## config.mk

```make
export PLATFORM = sky130hd
export DESIGN_NAME = pipe_mux_n
export DESIGN_NICKNAME = d
export VERILOG_FILES = /design/src/rtl/pipe_mux_n.sv
export SDC_FILE = /design/constraint.sdc
export NUM_CORES = 1
export LEC_CHECK = 0
export ABC_AREA = 1
export CAP_MARGIN = 30
export CELL_PAD_IN_SITES_DETAIL_PLACEMENT = 0
export CELL_PAD_IN_SITES_GLOBAL_PLACEMENT = 1
export CORE_ASPECT_RATIO = 1.75
export CORE_UTILIZATION = 30
export CTS_CLUSTER_SIZE = 24
export DETAILED_ROUTE_END_ITERATION = 12
export GPL_TIMING_DRIVEN = 0
export PLACE_DENSITY = 0.81
export SKIP_LAST_GASP = 1
export SLEW_MARGIN = 15
export SYNTH_ARGS = -nofsm -noshare
export SYNTH_HDL_FRONTEND = slang
export SYNTH_SLANG_ARGS = --single-unit
```

## constraint.sdc

```tcl
create_clock -name clk -period 1.8 [get_ports clk]
set_clock_uncertainty 0.2 [all_clocks]
set_input_delay 0.27 -clock clk [delete_from_list [all_inputs] [get_ports clk]]
set_output_delay 0.27 -clock clk [all_outputs]
set_load 0.005 [all_outputs]
```

## src/rtl/pipe_mux_n.sv

```systemverilog
`default_nettype none
// ============================================================================
// Module   : pipe_mux_n
// Brief    : N-way WIDTH-bit select feeding a 2-entry valid/ready skid stage.
//            Optional sticky out-of-range select flag: define MUX_SEL_ERR_EN.
// Revision : 1.0  initial release
// ============================================================================
module pipe_mux_n #(
  parameter  int WIDTH = 32,
  parameter  int N     = 4,
  localparam int SEL_W = $clog2(N)
) (
  input  logic               clk,
  input  logic               rst_n,
  input  logic [N*WIDTH-1:0] in_data,
  input  logic [SEL_W-1:0]   sel,
  input  logic               in_valid,
  output logic               in_ready,
  output logic [WIDTH-1:0]   out_data,
  output logic               out_valid,
  input  logic               out_ready,
`ifdef MUX_SEL_ERR_EN
  output logic               sel_err,
`endif
  input  logic               flush
);

  logic [WIDTH-1:0] out_data_q,  out_data_d;
  logic             out_valid_q, out_valid_d;
  logic [WIDTH-1:0] skid_data_q, skid_data_d;
  logic             skid_valid_q, skid_valid_d;

  logic [WIDTH-1:0] w_sel_word;
  logic             w_accept;
  logic             w_handoff;
  logic             w_main_free;

  // Unmatched select codes fall through to channel 0, so no index exceeds N-1.
  always_comb begin
    w_sel_word = in_data[WIDTH-1:0];
    for (int k = 1; k < N; k++) begin
      if (sel == SEL_W'(k)) begin
        w_sel_word = in_data[k*WIDTH +: WIDTH];
      end
    end
  end

  assign w_accept    = in_valid & ~skid_valid_q;
  assign w_handoff   = out_valid_q & out_ready;
  assign w_main_free = ~out_valid_q | out_ready;

  always_comb begin
    out_data_d   = out_data_q;
    out_valid_d  = out_valid_q;
    skid_data_d  = skid_data_q;
    skid_valid_d = skid_valid_q;
    if (flush) begin
      out_valid_d  = 1'b0;
      skid_valid_d = 1'b0;
    end else if (skid_valid_q) begin
      // in_ready is low here, so only the skid-to-main move can happen.
      if (w_handoff) begin
        out_data_d   = skid_data_q;
        skid_valid_d = 1'b0;
      end
    end else if (w_accept) begin
      if (w_main_free) begin
        out_data_d  = w_sel_word;
        out_valid_d = 1'b1;
      end else begin
        skid_data_d  = w_sel_word;
        skid_valid_d = 1'b1;
      end
    end else if (w_handoff) begin
      out_valid_d = 1'b0;
    end
  end

  always_ff @(posedge clk or negedge rst_n) begin
    if (!rst_n) begin
      out_data_q   <= '0;
      out_valid_q  <= 1'b0;
      skid_data_q  <= '0;
      skid_valid_q <= 1'b0;
    end else begin
      out_data_q   <= out_data_d;
      out_valid_q  <= out_valid_d;
      skid_data_q  <= skid_data_d;
      skid_valid_q <= skid_valid_d;
    end
  end

  assign in_ready  = ~skid_valid_q;
  assign out_data  = out_data_q;
  assign out_valid = out_valid_q;

`ifdef MUX_SEL_ERR_EN
  logic sel_err_q, sel_err_d;
  logic w_sel_oor;

  assign w_sel_oor = ({1'b0, sel} >= (SEL_W+1)'(N));

  always_comb begin
    sel_err_d = sel_err_q;
    if (flush) begin
      sel_err_d = 1'b0;
    end else if (w_accept && w_sel_oor) begin
      sel_err_d = 1'b1;
    end
  end

  always_ff @(posedge clk or negedge rst_n) begin
    if (!rst_n) begin
      sel_err_q <= 1'b0;
    end else begin
      sel_err_q <= sel_err_d;
    end
  end

  assign sel_err = sel_err_q;
`endif

endmodule
`default_nettype wire

```

==> flow_metrics.tcl <==
set metrics [dict create \
    outcome "complete, no violations" \
    max_cap_viol_count 0 \
    rrSetupSlack_ns 0.13 \
    synthXorXnorAreaFrac_pct 0 \
    dp_hpwl_mm 11.59 \
    cts-htree-levels 3 \
    grt_setup_unrepaired "no" \
    synth_top_area_cell "dfrtp_1" \
    vias 4884 \
    relSlewSlack_pct 65.36 \
    power_density_mw_per_mm2 811.9 \
    synth.area.mux_share_pct 0 \
    grt_max_degree 37 \
    fp.coreArea_mm2 0.01430 \
    cts_buffers 9 \
    crit_path_top_delay_cell "clkdlybuf4s50_1" \
    cts_max_path_buffers 2 \
    remaining_drc_errors 0 \
    cts-root-buf "clkbuf_16" \
    syn-num-nets 837 \
    finalSetupViolCount 0 \
    synth_fa_ha_area_share_pct 0 \
    min_path_type "in -> async" \
    portBuffers 167 \
    syn2layout_area_growth_pct 51.50 \
    fmax_ghz 0.5867 \
    synthCells 702 \
    insertion_delay_ns 0.33 \
    grt_pass1_wl_mm 24.00 \
    fp.dieH_um 162.0 \
    startpoint_type "flip-flop" \
    ios 169 \
    initial_core_util_pct 30.69 \
    synth_top_area_share_pct 37.64 \
    post-place-ws_ns -0.2509 \
    synth_compound_gate_area_share_pct 0.4562 \
    fin_nets 1020 \
    synth_cell_types 17 \
    drt_first_iter_violations 218 \
    grt.total_usage_pct 20.75 \
    worstMarginPinSlew_ns 0.5197 \
    crit_arrival_ns 1.23 \
    slowest_delay_ns 0.56 \
    leakagePower_nw 3.695 \
    place.gp.congestion 0.7855 \
    synthTopCellsByArea "dfrtp_1 38%, nand2_1 31%, nand3_1 8.7%" \
    fin_ws_ns 0.09547 \
    avgSynthCellArea_um2 6.251 \
    drv_slew 0 \
    r2r-start "skid_valid_q" \
    post_dp_cell_area_mm2 0.006302 \
    hold_violations 0 \
    antenna_found_initial 0 \
    postRouteAntennaNets 0 \
    ys_seq_area_share_pct 37.64 \
    drive_gt1_share_pct 9.551 \
    final_core_utilization_pct 46.50 \
    grt_pass1_vias 4821 \
    routed_wl_mm 15.30 \
    crit_fanout 2 \
    layout_commonest_cell "nand2_1" \
    die_w_um 93.42 \
    die-area_mm2 0.01513 \
    firstDrtPassIters 4 \
    grt_overflow 0 \
    n_antenna_cell 0 \
    period_minus_slack_ns 1.705 \
    yosysWarningCount 0 \
    syn-cell-area_mm2 0.004388 \
    yosys.area_share.simple_pct 50.44 \
    critPathKind "reg -> out" \
    synth_top_family_by_area "simple AND/OR/NAND/NOR gates" \
    synth_seq_cells 66 \
    path_delay_family "buffers and inverters" \
    crit_cells 1 \
    required_ns 1.33 \
    reg2regPathDepth 8 \
    fin_crit_sh_pct 94.70 \
    stdcell_area_mm2 0.006648 \
    r2r_end "out_data[9]" \
    final_cell_mix "358 x nand2_1, 164 x clkdlybuf4s50_1, 76 x nand3_1" \
    cts.reportedPaths.clkPinSlew_ns 0.06 \
    wire_per_inst_um 14.30 \
    rows 58 \
    tritoncts "yes" \
    cts.sinks 66 \
    vias_per_cell 4.564 \
    vdd_drop_max_v 0.0004219 \
    crit_buf_inv 1 \
    nFillCells 1508 \
    worstPathCellList "clkdlybuf4s50_1" \
    cp-end-kind "output pin" \
]
[metal layers]
metal | global-route usage, % | vias up | share of wire (%)
li1 | - | 2478 | -
met1 | 22.41 | 2253 | 39
met2 | 39.97 | 136 | 55
met3 | 2.996 | 17 | 4.5
met4 | 7.273 | 0 | 1.7
met5 | 0 | - | 0
[registers in the layout, indices dropped and copies added, names as in the netlist]
register,count
out_data,32
skid_data_q,32
out_valid,1
skid_valid_q,1
[final cells by class]
cell class	count	area (um^2)	area share, %
multi-input cells	526	2233	33.60
flip-flops and latches	66	1652	24.84
clock buffers	11	242.7	3.651
well taps	180	225.2	3.388
plain buffers	38	249.0	3.746
inverters	72	272.8	4.103
repair buffers	172	1719	25.86
clock inverters	5	53.80	0.8093
[synth_stat cells]
master and count:
o21ai_0 1, dfrtp_1 66, inv_1 67, clkbuf_1 3, inv_4 1, buf_2 25
o31ai_1 1, nand2_4 2, nand3_1 76, nor2_1 64, buf_4 5, nand2_1 358
o211ai_1 1, inv_2 4, buf_6 5, nand3_2 22, or2_2 1
[repair_timing]
item	4_1_cts	5_1_grt
cloned	0	0
hold buffers	1	0
endpoints found under the setup margin	2	1
gates resized for setup	7	1
buffers inserted	3	0
endpoints found under the hold margin	30	0
[metrics by stage]
step	TNS [ns]	total power [mW]	hold WS, ns	std cells
2_1_floorplan	0	2.767	-0.2256	702
6_report	0	5.397	0.2052	1070
5_1_grt	0	5.728	0.2413	1070
3_3_place_gp	-153.49	3.640	0.2614	1049
4_1_cts	0	5.460	0.1869	1070
3_5_place_dp	-10.36	3.663	0.04413	1050
[report_power, final]
group / internal [mW] / switching [mW] / leakage, nW / total, mW
logic: 0.866 / 0.719 / 2.71 / 1.58
registers: 1.85 / 0.196 / 0.833 / 2.05
clock network: 1.11 / 0.659 / 0.149 / 1.76
total: 3.82 / 1.57 / 3.69 / 5.40
[cell families (layout without fill, tap and decap cells)]
logic type,after synthesis,after routing
DFF,66,66
and+or+nand+nor,523,523
buffers and inverters,110,298
AOI/OAI and AO/OA,3,3
[worst max path at each step]
stage / from / end / slack (ns)
2_1_floorplan: skid_valid_q / out_data[12] / 0.47
3_3_place_gp: rst_n / out_data[27] / -2.17
3_5_place_dp: skid_valid_q / in_ready / -0.25
4_1_cts: out_data[19] / out_data[19] / 0.08
5_1_grt: sel[0] / out_data[9] / 0.008
6_report: out_data[19] / out_data[19] / 0.1
Power figures use the tool's default switching activity.
